**src/rtl/fifo_pkg.sv**
```systemverilog
// fifo_pkg
//   Shared definitions for the byte FIFO and its read-side controller:
//   default data width, FIFO depth and the drain controller state encoding.
package fifo_pkg;

    localparam int FIFO_DEPTH    = 32;
    localparam int DEFAULT_WIDTH = 8;

    typedef enum logic [1:0] {
        ST_IDLE   = 2'd0,
        ST_STREAM = 2'd1,
        ST_FLUSH  = 2'd2
    } state_t;

endpackage : fifo_pkg

```
**src/rtl/skid_buf.sv**
```systemverilog
// skid_buf
//   Small circular buffer that absorbs the FIFO read latency and presents
//   its head entry as a valid/ready stream.
//
//   clk        in   clock, rising edge
//   rst        in   asynchronous active-high reset
//   i_wr       in   capture i_wr_data at this edge
//   i_wr_data  in   byte arriving from the FIFO
//   i_rdy      in   downstream ready
//   o_valid    out  buffer holds at least one entry
//   o_data     out  head entry (0 while empty)
//   o_pop      out  head entry accepted at this edge
//   o_cnt      out  occupancy, 0..DEPTH
module skid_buf #(
    parameter int WIDTH = 8,
    parameter int DEPTH = 4
) (
    input  logic                     clk,
    input  logic                     rst,
    input  logic                     i_wr,
    input  logic [WIDTH-1:0]         i_wr_data,
    input  logic                     i_rdy,
    output logic                     o_valid,
    output logic [WIDTH-1:0]         o_data,
    output logic                     o_pop,
    output logic [$clog2(DEPTH):0]   o_cnt
);

    localparam int PW = $clog2(DEPTH);
    localparam int CW = PW + 1;

    logic [WIDTH-1:0] r_mem [DEPTH];
    logic [PW-1:0]    r_wp;
    logic [PW-1:0]    r_rp;
    logic [CW-1:0]    r_cnt;
    logic             w_pop;

    assign o_valid = (r_cnt != '0);
    assign w_pop   = o_valid && i_rdy;
    assign o_pop   = w_pop;
    assign o_cnt   = r_cnt;
    // Gate with o_valid so the stream data reads 0 out of reset even though
    // the storage itself is never cleared.
    assign o_data  = o_valid ? r_mem[r_rp] : '0;

    // NOTE: the storage array has no reset; occupancy tracking guarantees an
    // entry is never read before it is written, and leaving it unreset keeps
    // it mappable to plain flops/LUT RAM without a reset fan-out.
    always_ff @(posedge clk) begin
        if (i_wr) begin
            r_mem[r_wp] <= i_wr_data;
        end
    end

    // NOTE: state registers use non-blocking assignments only, so every
    // always_ff in the design samples pre-edge values regardless of order.
    always_ff @(posedge clk or posedge rst) begin
        if (rst) begin
            r_wp  <= '0;
            r_rp  <= '0;
            r_cnt <= '0;
        end else begin
            if (i_wr) begin
                r_wp <= r_wp + PW'(1);
            end
            if (w_pop) begin
                r_rp <= r_rp + PW'(1);
            end
            // Capture and pop on the same edge leave occupancy unchanged.
            case ({i_wr, w_pop})
                2'b10:   r_cnt <= r_cnt + CW'(1);
                2'b01:   r_cnt <= r_cnt - CW'(1);
                default: r_cnt <= r_cnt;
            endcase
        end
    end

endmodule : skid_buf

```
**src/rtl/fifo_drain.sv**
```systemverilog
// fifo_drain
//   Read-side controller for the 32-entry byte FIFO. Pops the FIFO, absorbs
//   its one-cycle read latency in skid_buf and streams bytes downstream at up
//   to one per clock, with enable/flush control and a transfer counter.
//
//   clk         in   clock, rising edge
//   rst         in   asynchronous active-high reset
//   en          in   1 = fetch from FIFO, 0 = stop fetching and flush
//   fifo_rd     out  pop request to the FIFO
//   fifo_empty  in   FIFO empty flag
//   fifo_data   in   FIFO registered read data (one cycle after fifo_rd)
//   m_valid     out  stream data valid
//   m_ready     in   stream consumer ready
//   m_data      out  stream data
//   busy        out  controller not idle
//   xfer_cnt    out  bytes accepted downstream (wraps)
module fifo_drain
    import fifo_pkg::*;
#(
    parameter int WIDTH      = DEFAULT_WIDTH,
    parameter int SKID_DEPTH = 4,
    parameter int CNT_W      = 16
) (
    input  logic             clk,
    input  logic             rst,
    input  logic             en,
    output logic             fifo_rd,
    input  logic             fifo_empty,
    input  logic [WIDTH-1:0] fifo_data,
    output logic             m_valid,
    input  logic             m_ready,
    output logic [WIDTH-1:0] m_data,
    output logic             busy,
    output logic [CNT_W-1:0] xfer_cnt
);

    localparam int CW = $clog2(SKID_DEPTH) + 1;

    state_t           r_state;
    state_t           w_state_nxt;
    logic             r_infl;
    logic [CNT_W-1:0] r_xfer_cnt;
    logic [CW-1:0]    w_cnt;
    logic [CW-1:0]    w_occ;
    logic             w_pop;

    skid_buf #(
        .WIDTH (WIDTH),
        .DEPTH (SKID_DEPTH)
    ) u_skid (
        .clk       (clk),
        .rst       (rst),
        .i_wr      (r_infl),
        .i_wr_data (fifo_data),
        .i_rdy     (m_ready),
        .o_valid   (m_valid),
        .o_data    (m_data),
        .o_pop     (w_pop),
        .o_cnt     (w_cnt)
    );

    // Reserve a slot for the byte already in flight so a read is only issued
    // when its data is guaranteed room. Deliberately independent of m_ready.
    assign w_occ   = w_cnt + CW'(r_infl);
    assign fifo_rd = (r_state == ST_STREAM) && !fifo_empty
                     && (w_occ < CW'(SKID_DEPTH));

    assign busy     = (r_state != ST_IDLE);
    assign xfer_cnt = r_xfer_cnt;

    // NOTE: next-state defaults to the current state before the case, so no
    // path through this block leaves w_state_nxt unassigned (no latch).
    always_comb begin
        w_state_nxt = r_state;
        case (r_state)
            ST_IDLE: begin
                if (en) w_state_nxt = ST_STREAM;
            end
            ST_STREAM: begin
                if (!en) w_state_nxt = ST_FLUSH;
            end
            ST_FLUSH: begin
                if (en) begin
                    w_state_nxt = ST_STREAM;
                end else if ((w_cnt == '0) && !r_infl) begin
                    w_state_nxt = ST_IDLE;
                end
            end
            default: w_state_nxt = ST_IDLE;
        endcase
    end

    always_ff @(posedge clk or posedge rst) begin
        if (rst) begin
            r_state    <= ST_IDLE;
            r_infl     <= 1'b0;
            r_xfer_cnt <= '0;
        end else begin
            r_state <= w_state_nxt;
            // Data for a read sampled now arrives on fifo_data next cycle.
            r_infl  <= fifo_rd;
            if (w_pop) begin
                r_xfer_cnt <= r_xfer_cnt + CNT_W'(1);
            end
        end
    end

endmodule : fifo_drain

```
**config.mk**
```make
export PLATFORM = sky130hd
export DESIGN_NAME = fifo_drain
export DESIGN_NICKNAME = d
export VERILOG_FILES = /design/src/rtl/fifo_pkg.sv /design/src/rtl/skid_buf.sv /design/src/rtl/fifo_drain.sv
export SDC_FILE = /design/constraint.sdc
export NUM_CORES = 1
export LEC_CHECK = 0
export BUFFER_PORTS_ARGS = -buffer_cell sky130_fd_sc_hd__buf_4
export CORE_UTILIZATION = 50
export CTS_BUF_LIST = sky130_fd_sc_hd__clkbuf_2 sky130_fd_sc_hd__clkbuf_4 sky130_fd_sc_hd__clkbuf_8
export CTS_CLUSTER_SIZE = 40
export DETAILED_ROUTE_END_ITERATION = 8
export PLACE_DENSITY = 0.75
export SLEW_MARGIN = 10
export SYNTH_ARGS = -nofsm -noshare
export SYNTH_HDL_FRONTEND = slang
export SYNTH_SLANG_ARGS = --single-unit
export TNS_END_PERCENT = 30
```
**constraint.sdc**
```tcl
create_clock -name clk -period 2 [get_ports clk]
set_clock_uncertainty 0.2 [all_clocks]
set_input_delay 0 -clock clk [delete_from_list [all_inputs] [get_ports clk]]
set_output_delay 0 -clock clk [all_outputs]
set_load 0.01 [all_outputs]
```
---- After elaboration in Yosys (flattened, before gate mapping) ----
Memory sizes are Yosys's and may differ from the RTL's.
Index checks and enable logic that the tools add are counted.
word-level totals
  memories kept ........................... 1
  input bits .............................. 13
  flip-flop bits (word level) ............. 26
  memory bits (writable) .................. 32
memories
  memory        depth  bits a word  read ports  clocked after memory_dff  wr ports  RTL line        source
  u_skid.r_mem  4      8            1           0                         1         skid_buf.sv:32  logic [WIDTH-1:0] r_mem [DEPTH];
cells by class
  mux-type cells .......................... 9
  eq/ne operators ......................... 7
  add/subtract/negate cells ............... 6
  $lt $le $gt $ge ......................... 1
  reductions and logical operators ........ 12
operators by type and width
  operator                                                                count
  16-bit by 1-bit adder with 16-bit output (second input constant)        1
  2-bit two-way mux                                                       4
  8-bit two-way mux                                                       1
  2-bit one-hot mux with 3 select lines                                   1
  3-bit one-hot mux with 2 select lines                                   1
  2-bit by 1-bit adder with 2-bit output (second input constant)          2
  2-bit by 1-bit equality test with 1-bit output (second input constant)  2
  2-bit equality test (second input constant)                             2
  1-bit logical AND                                                       4
  2-bit != test (second input constant)                                   2
  2-bit nonzero test                                                      2
  3-bit by 1-bit adder with 3-bit output                                  1
  3-bit by 1-bit adder with 3-bit output (second input constant)          1
  3-bit zero test                                                         1
  3-bit < comparator (second input constant)                              1
  3-bit != test (second input constant)                                   1
  3-bit AND reduction                                                     1
  3-bit nonzero test                                                      1
  3-bit by 1-bit subtractor with 3-bit output (second input constant)     1
  1-bit zero test                                                         2
  2-bit zero test                                                         1
  1-bit two-way mux                                                       2

---- Longest topological paths before layout ----
Gate-level depths: netlist of the first run.
  word-level depth ........................ 5
  gate-level depth with buffers ........... 9
  mapped depth without buffers ............ 8

---- Modules after synthesis ----
From an unflattened synthesis of the first run, not the netlist that was laid out.
second synthesis, totals
  cells, all modules ...................... 161
  area total of the unflattened synthesis .. 2479.9 µm²
by module, submodules not included
  module      cells each  area an instance (µm²)  times used
  skid_buf    88          1625.3                  1
  fifo_drain  73          854.6                   1

---- Least setup slack after synthesis of the first run ----
OpenSTA, ideal clock, no wires.
  path kind ............................... reg2reg
  from .................................... register u_skid.r_cnt[0], in the netlist u_skid.o_cnt[0]
  to ...................................... register u_skid.r_cnt[2], in the netlist u_skid.o_cnt[2]
  library setup time ...................... 0.126 ns
  clock period less this slack ............ 2.160 ns
  buffers on the path ..................... 1
  arrival time ............................ 1.834 ns
  cell stages (with the launch flop) ...... 10
  slack ................................... -0.160 ns
  cells stage by stage .................... dfrtp_1 > or3_1 > and2_4 > buf_6 > ha_1 > inv_1 > fa_1 > xor2_1 > nor2_1 > xor2_1
between the ends
  word-level cells in the longest chain between the ends .. 4
ends and longest elaborated chain
  what                                                                                   RTL line        source
  start, declared                                                                        skid_buf.sv:35  logic [CW-1:0] r_cnt;
  start signal, assigned                                                                 skid_buf.sv:71  2'b10: r_cnt <= r_cnt + CW'(1);
  start signal, assigned                                                                 skid_buf.sv:72  2'b01: r_cnt <= r_cnt - CW'(1);
  start signal, assigned                                                                 skid_buf.sv:73  default: r_cnt <= r_cnt;
  3-bit nonzero test (*)                                                                 skid_buf.sv:38  assign o_valid = (r_cnt != '0);
  1-bit logical AND (*)                                                                  skid_buf.sv:39  assign w_pop = o_valid && i_rdy;
  named net u_skid.o_pop                                                                 skid_buf.sv:25  output logic o_pop,
  2-bit by 1-bit equality test with 1-bit output or 2-bit equality test (tied branches)  skid_buf.sv:70  case ({i_wr, w_pop})
  3-bit one-hot mux with 2 select lines or 2-bit nonzero test (tied branches)            --
The timed path passes the listed nets; every way through them passes the cells marked *.
A chain may end at the register's enable or synchronous reset.

---- Worst setup path in the final report of the first run ----
  from .................................... register u_skid.r_cnt[1], in the netlist u_skid.o_cnt[1]
  to ...................................... register u_skid.r_cnt[2], in the netlist u_skid.o_cnt[2]
between the ends
  word-level cells in the longest chain between the ends .. 4
ends and longest elaborated chain
  what
  parallel branches: the longest is 4 deep, another holds 3-bit by 1-bit subtractor with 3-bit output
Parallel ways; which one is timed is not known.

==> flow_metrics.py, run 1 <==
metrics = {
    "die": {
        "die_h_um": 72.0,
        "rows": 25,
        "io_pins": 40,
        "die-area_sq_um": 5190,
        "start_util_pct": 51.9,
        "coreArea_sq_um": 4720,
        "die_x_um": 72.0,
    },
    "global_routing": {
        "grt_pass1_wl_mm": 7.33,
        "grt_pass1_vias": 1499,
        "grt.busiest_layer": "met2",
        "gr-usage-all-layers_pct": 19.8,
        "use_met2_pct": 32.2,
        "antenna_found_initial": 0,
        "grt_max_degree": 27,
        "grtUsageMet1_pct": 24.3,
        "grt_util_met3_pct": 4.31,
        "grt-ovfl-total": 0,
    },
    "outcome": {
        "status": "complete, but fails checks",
        "violations": "design-rule violations, negative hold slack, negative setup slack",
    },
    "setup_path": {
        "worstPathCellList": "or3_4, and2_4, ha_4, inv_2, fa_2, xor2_1, nor2_1, xor2_1",
        "cp-startpoint": "u_skid.o_cnt[1]",
        "crit_slowest_cell": "or3_4",
        "crit_fanout": 2,
        "criticalPathCategory": "reg -> reg",
        "cp_num_buf_inv": 1,
        "critPathLaunchType": "register",
        "max_stage_delay_ps": 390,
        "critPathArrivalTime_ps": 2030,
        "timing.critical_path.to_type": "register",
        "crit_family": "simple AND/OR/NAND/NOR gates",
        "timing.rr.start": "u_skid.o_cnt[1]",
        "crit_top_cell": "xor2_1",
        "required_ps": 2010,
    },
    "logic_synthesis": {
        "postSynthAreaPerCell_sq_um": 15.6,
        "synth_top_cells_by_area": "edfxtp_1 (39%), dfrtp_1 (27%), mux4_2 (7.4%)",
        "synthTopCellsByCount": "edfxtp_1 (32), dfrtp_1 (26), and2_1 (12), xnor2_1 (12), xor2_1 (10)",
        "synth_cells": 157,
        "ys_async_sr_fraction_pct": 44.8,
        "synth.largest_area_cell": "edfxtp_1",
        "syn_nets": 177,
        "synth_ff_type": "edfxtp_1",
        "yosysMostFrequentCell": "edfxtp_1",
        "synth_top_area_share_pct": 39.2,
        "synth_cell_types": 32,
        "ys_ff_latch": 58,
        "syn_area_sq_um": 2450,
        "synth_edf_count": 32,
        "ys_warn_count": 0,
        "ys_seq_area_share_pct": 65.7,
    },
    "clocking": {
        "cts.hold.buffers_added": 11,
        "root_buffer": "clkbuf_8",
        "cts_made_buffers": 9,
        "cts_sinks": 58,
        "cts_max_path_buffers": 2,
        "clk_pin_slew_worst_paths_ps": 60,
        "htree_levels": 3,
        "cts_tree": "yes",
        "clock_latency_ps": 330,
    },
    "timing": {
        "period_needed_ps": 2020,
        "slew_viol_final": 0,
        "max_clock_freq_mhz": 494,
        "rsz0062_at_grt": "true",
        "final_hold_viol_count": 7,
        "setup_violations": 1,
        "hold_slack_ps": -24.7,
        "finalCritPeriodShare_pct": 101,
        "setup_slack_ps": -22.9,
        "tns_ps": -22.9,
        "worst_pin_slew_ps": 478,
        "slew_headroom_pct": 68.1,
    },
    "finish": {
        "fin_nets": 242,
        "antenna_cells": 0,
        "fill_cells": 343,
        "drive_gt1_share_pct": 35.7,
        "syn_to_final_growth_pct": 30.1,
    },
    "worst_hold_path": {
        "holdCritStartpoint": "m_ready",
        "min_path_type": "in -> reg",
    },
    "place": {
        "port_buffers": 39,
        "place_ws_ps": -19.3,
        "place.gp.congestion": 0.786,
        "hpwl_mm": 3.04,
    },
    "pwr": {
        "switching_power_w": 0.00121,
        "peakVddDrop_v": 0.000697,
        "clkPwrFrac_pct": 25.0,
        "swShare_pct": 30.2,
        "p_comb_share_pct": 34.0,
        "p_int_w": 0.00279,
        "power_density_nw_per_um2": 1250,
        "power.leakage_nw": 1.34,
        "seqPwrFrac_pct": 40.9,
    },
    "route": {
        "first_pass_iters": 7,
        "via_per_inst": 4.99,
        "drc": 2,
        "wl_mm": 4.45,
        "num_vias": 1468,
        "drtAntennaViolNets": 0,
        "drt_iter0_drc": 114,
        "wl_per_cell_um": 15.1,
    },
    "flow_run": {
        "drv_cap": 0,
    },
}
-- logic make-up (layout without fill, tap and decap cells) --
family,after synthesis,after routing,share of synthesized area (%)
DFF,58,58,65.7
and+or+nand+nor,43,43,10.4
xor gates and xnor gates,22,22,7.86
buffers and inverters,12,82,2.19
muxes,10,10,8.37
adders and majority gates,7,7,3.88
AOI/OAI and AO/OA,5,5,1.58
-- path summary, 6_finish.rpt --
check	end	slack (ps)	cells past startpoint
worst max-delay path	u_skid.o_cnt[2]	-20	8
worst min-delay path	u_skid.o_cnt[0]	-20	4
worst max register to register	u_skid.o_cnt[2]	-20	8
worst min register to register	xfer_cnt[15]	270	1
max in group asynchronous	u_skid.o_cnt[1]	1270	4
min in group asynchronous	xfer_cnt[15]	80	4
-- power groups by stage --
| stage | Clock [W] | Sequential, W | Combinational, W |
|---|---|---|---|
| after CTS | 0.00102 | 0.00163 | 0.00138 |
| after detailed placement | 0 | 0.00166 | 0.00135 |
| after global placement | 0 | 0.00163 | 0.00127 |
| after global routing | 0.00107 | 0.00167 | 0.00151 |
| after floorplan | 0 | 0.00164 | 0.000792 |
| final | 0.00100 | 0.00164 | 0.00136 |
-- tightest hold or removal path: stages --
cell,delay (ps)
buf_4,100
and2_4,150
ha_4,150
xnor2_1,60
-- what timing repair did --
item | 4_1_cts | 5_1_grt
setup endpoints to repair | 1 | 2
pin swaps | 0 | 3
setup buffers | 0 | 0
gates resized for setup | 0 | 1
endpoints found under the hold margin | 70 | 3
-- state kept, by name, summed over array words and instances (netlist names) --
name and cells:
u_skid.r_mem 32, u_skid.o_cnt 3, r_state 2, r_infl 1, u_skid.r_rp 2, xfer_cnt 16
u_skid.r_wp 2
-- routing by layer --
layer  share of wire [%]  up-vias
li1                    -      693
met1                  43      734
met2                  52       32
met3                 2.6        9
met4                 2.2        0
met5                   0        -
-- cell type report --
cell class              instances  area [sq um]  share of cell area (%)
inverters                       7          26.3                   0.824
multi-input cells              87           806                    25.3
well taps                      67          83.8                    2.63
clock inverters                 2          10.0                   0.314
repair buffers                 59           470                    14.8
clock buffers                  14           180                    5.65
flip-flops and latches         58          1610                    50.5
-- layout by cell type, fill, tap and decap left out --
master / n
inv_2: 1
a21oi_1: 1
and2_1: 12
clkbuf_8: 12
mux2i_1: 1
nor3_2: 1
ha_4: 1
or3_4: 1
o21ai_0: 2
xnor2_1: 12
ha_1: 5
mux4_2: 8
or2_2: 1
fa_2: 1
dfrtp_1: 26
and3_1: 1
and2_4: 1
xor2_1: 10
nand2_1: 6
o311ai_2: 1
a21boi_0: 1
nor3_1: 2
edfxtp_1: 32
nand2b_1: 1
and4_1: 2
and4b_1: 1
nand4_1: 6
nor2_1: 3
clkbuf_4: 2
nand3_1: 4
inv_1: 6
dlygate4sd3_1: 11
buf_4: 48
mux2_4: 1
clkinv_2: 2
nor2b_1: 1
-- stage by stage --
step	instances	cell area (sq um)	power [W]	hold WS, ps	util, %
floorplan	157	2470	0.00243	-160	-
global placement	267	2880	0.00291	-131	61.0
detailed placement	267	2880	0.00301	-123	61.0
CTS	294	3180	0.00403	-34.0	67.4
global route	294	3190	0.00425	-22.5	67.5
finish	294	3190	0.00400	-24.7	67.5
Note: power is estimated with default switching activity, not from simulation.
==> inputs of run 2 (changes only) <==
Settings changed: PLACE_DENSITY 0.75 to unset, PLACE_DENSITY_LB_ADDON set to 0.08, SYNTH_HIERARCHICAL set to 1.
==> flow_metrics.py, run 2 <==
metrics = {
    "clocking": {
        "cts_max_path_buffers": 2,
        "cts_sinks": 58,
        "clock_latency_ps": 320,
        "root_buffer": "clkbuf_8",
        "htree_levels": 3,
        "clk_pin_slew_worst_paths_ps": 60,
        "cts_made_buffers": 9,
        "cts_tree": "yes",
    },
    "setup_path": {
        "required_ps": 2010,
        "r2r_end": "u_skid/o_cnt[2]",
        "max_stage_delay_ps": 390,
        "timing.rr.start": "u_skid/o_cnt[1]",
        "crit_family": "simple AND/OR/NAND/NOR gates",
        "crit_top_cell": "xor2_1",
        "critPathLaunchType": "register",
        "criticalPathCategory": "reg -> reg",
        "worstPathCellList": "or3_4, and2_4, ha_4, inv_2, fa_2, xor2_1, nor2_1, xor2_1",
        "r2r_cells": 8,
        "rrSetupSlack_ps": -10,
        "cp_num_buf_inv": 1,
        "critPathArrivalTime_ps": 2020,
        "crit_fanout": 2,
        "crit_slowest_cell": "or3_4",
        "cp-startpoint": "u_skid/o_cnt[1]",
        "timing.critical_path.to_type": "register",
    },
    "timing": {
        "finalCritPeriodShare_pct": 101,
        "slew_viol_final": 0,
        "max_clock_freq_mhz": 497,
        "hold_slack_ps": 163,
        "setup_violations": 1,
        "period_needed_ps": 2010,
        "setup_slack_ps": -13.6,
        "tns_ps": -13.6,
        "final_hold_viol_count": 0,
        "worst_pin_slew_ps": 706,
        "slew_headroom_pct": 52.9,
        "rsz0062_at_grt": "true",
    },
    "logic_synthesis": {
        "postSynthAreaPerCell_sq_um": 15.4,
        "synth.mux.area_fraction_pct": 8.12,
        "synth_top_cells_by_area": "edfxtp_1 (39%), dfrtp_1 (26%), mux4_2 (7.3%)",
        "yosysMostFrequentCell": "edfxtp_1",
        "syn_area_sq_um": 2480,
        "synth_top_area_share_pct": 38.7,
        "ys_warn_count": 6,
        "ys_seq_area_share_pct": 65.0,
        "ys_ff_latch": 58,
        "synth_cell_types": 30,
        "synth-compound-area-share_pct": 0.706,
        "synth_xor_area_share_pct": 7.77,
        "synth_fa_ha_area_share_pct": 3.83,
        "yosys.area_share.simple_pct": 12.1,
        "synth.largest_area_cell": "edfxtp_1",
        "synth_edf_count": 32,
        "syn_nets": 181,
        "ys_async_sr_fraction_pct": 44.8,
        "synth_cells": 161,
        "synth_top_family_by_area": "simple AND/OR/NAND/NOR gates",
        "synthTopCellsByCount": "edfxtp_1 (32), dfrtp_1 (26), xor2_1 (16)",
        "synth_ff_type": "edfxtp_1",
    },
    "route": {
        "wl_per_cell_um": 14.9,
        "num_vias": 1506,
        "drc": 0,
        "first_pass_iters": 4,
        "drt_iter0_drc": 40,
        "via_per_inst": 4.99,
        "wl_mm": 4.49,
        "drtAntennaViolNets": 0,
    },
    "finish": {
        "fill_cells": 364,
        "fin_nets": 250,
        "fin_cells": 302,
        "antenna_cells": 0,
        "top_register": "u_skid/r_mem",
        "final_util_pct": 68.5,
        "syn_to_final_growth_pct": 31.4,
        "final_common_cell": "buf_4",
        "largest_reg_flops": 32,
        "final_cell_mix": "buf_4 (49), edfxtp_1 (32), dfrtp_1 (26)",
        "drive_gt1_share_pct": 34.9,
    },
    "pwr": {
        "fin_total_pwr_w": 0.00410,
        "power_density_nw_per_um2": 1260,
        "peakVddDrop_v": 0.000972,
        "power.leakage_nw": 1.40,
    },
    "flow_run": {
        "drv_cap": 0,
    },
    "die": {
        "io_pins": 40,
        "coreArea_sq_um": 4750,
        "start_util_pct": 52.2,
        "rows": 25,
        "die-area_sq_um": 5250,
        "die_h_um": 72.4,
        "die_x_um": 72.4,
    },
    "outcome": {
        "status": "complete, but fails checks",
        "violations": "negative setup slack",
    },
    "global_routing": {
        "grt_max_degree": 20,
        "grt-ovfl-total": 0,
        "gr-usage-all-layers_pct": 19.6,
        "antenna_found_initial": 0,
        "grt_pass1_vias": 1585,
        "grt_pass1_wl_mm": 7.43,
    },
    "place": {
        "place.gp.congestion": 0.734,
        "dp.cells": 271,
        "port_buffers": 39,
        "hpwl_mm": 3.10,
    },
    "worst_hold_path": {
        "min_path_type": "in -> async",
    },
}
[run 2: cell types whose count changed after synthesis, moves of 2 or more]
cell      previous run  this run
and4_1               2         0
nor4_1               0         3
nor3_1               2         5
xnor2_1             12         6
clkbuf_1             3         0
xor2_1              10        16
nor2_1               3         5
[run 2: per-stage QoR]
step | cell area [sq um] | setup slack [ps]
after detailed placement | 2890 | -33.2
after global routing | 3260 | -98.5
after global placement | 2890 | 32.4
final | 3260 | -13.6
after CTS | 3240 | 4.87
after floorplan | 2490 | 4.74
[run 2: worst max-delay path by stage]
stage                 endpoint  slack [ps]  depth (start not counted)
2_1_floorplan  u_skid/o_cnt[2]           5                          8
3_3_place_gp   u_skid/o_cnt[2]          30                          8
3_5_place_dp   u_skid/o_cnt[2]         -30                          8
4_1_cts        u_skid/o_cnt[2]           5                          8
5_1_grt        u_skid/o_cnt[2]        -100                          8
6_report       u_skid/o_cnt[2]         -10                          8
[run 2: power by group]
part	switching, W	internal, W	total, W	leakage (nW)
clock network	0.000421	0.000665	0.00109	0.108
registers	0.000206	0.00145	0.00166	0.622
logic	0.000582	0.000775	0.00136	0.671
total	0.00121	0.00289	0.00410	1.40
[run 2: cell families after synthesis]
family,Yosys count
buf+inv,12
xor+xnor,22
flops,58
fa+ha+maj,7
mux,10
compound gates,3
simple gates,49
[run 2: what timing repair did]
action | 4_1_cts | 5_1_grt
hold endpoints to repair | 66 | 0
cloned | 0 | 0
buffers inserted | 0 | 2
hold buffers | 13 | 0
pin swaps | 1 | 4
gates resized for setup | 2 | 1
setup endpoints to repair | 2 | 2
[run 2: area by class of cell]
type                    count  area [sq um]  share of cell area (%)
flip-flops and latches     58          1610                    49.5
clock inverters             3          38.8                    1.19
repair buffers             62           498                    15.3
well taps                  67          83.8                    2.57
multi-input cells          91           830                    25.5
clock buffers              13           166                    5.11
inverters                   8          30.0                   0.922
[run 2: routing by layer]
| metal | wire length [um] | global-route usage, % | up-vias |
|---|---|---|---|
| li1 | - | - | 719 |
| met1 | 1920 | 23.2 | 744 |
| met2 | 2310 | 33.1 | 35 |
| met3 | 156 | 4.17 | 8 |
| met4 | 102 | 11.1 | 0 |
| met5 | 0 | 0 | - |
[run 2: tightest hold or removal path, delay by kind of cell]
| kind | cells | cell delay, ps |
|---|---|---|
| buf+inv | 3 | 1180 |
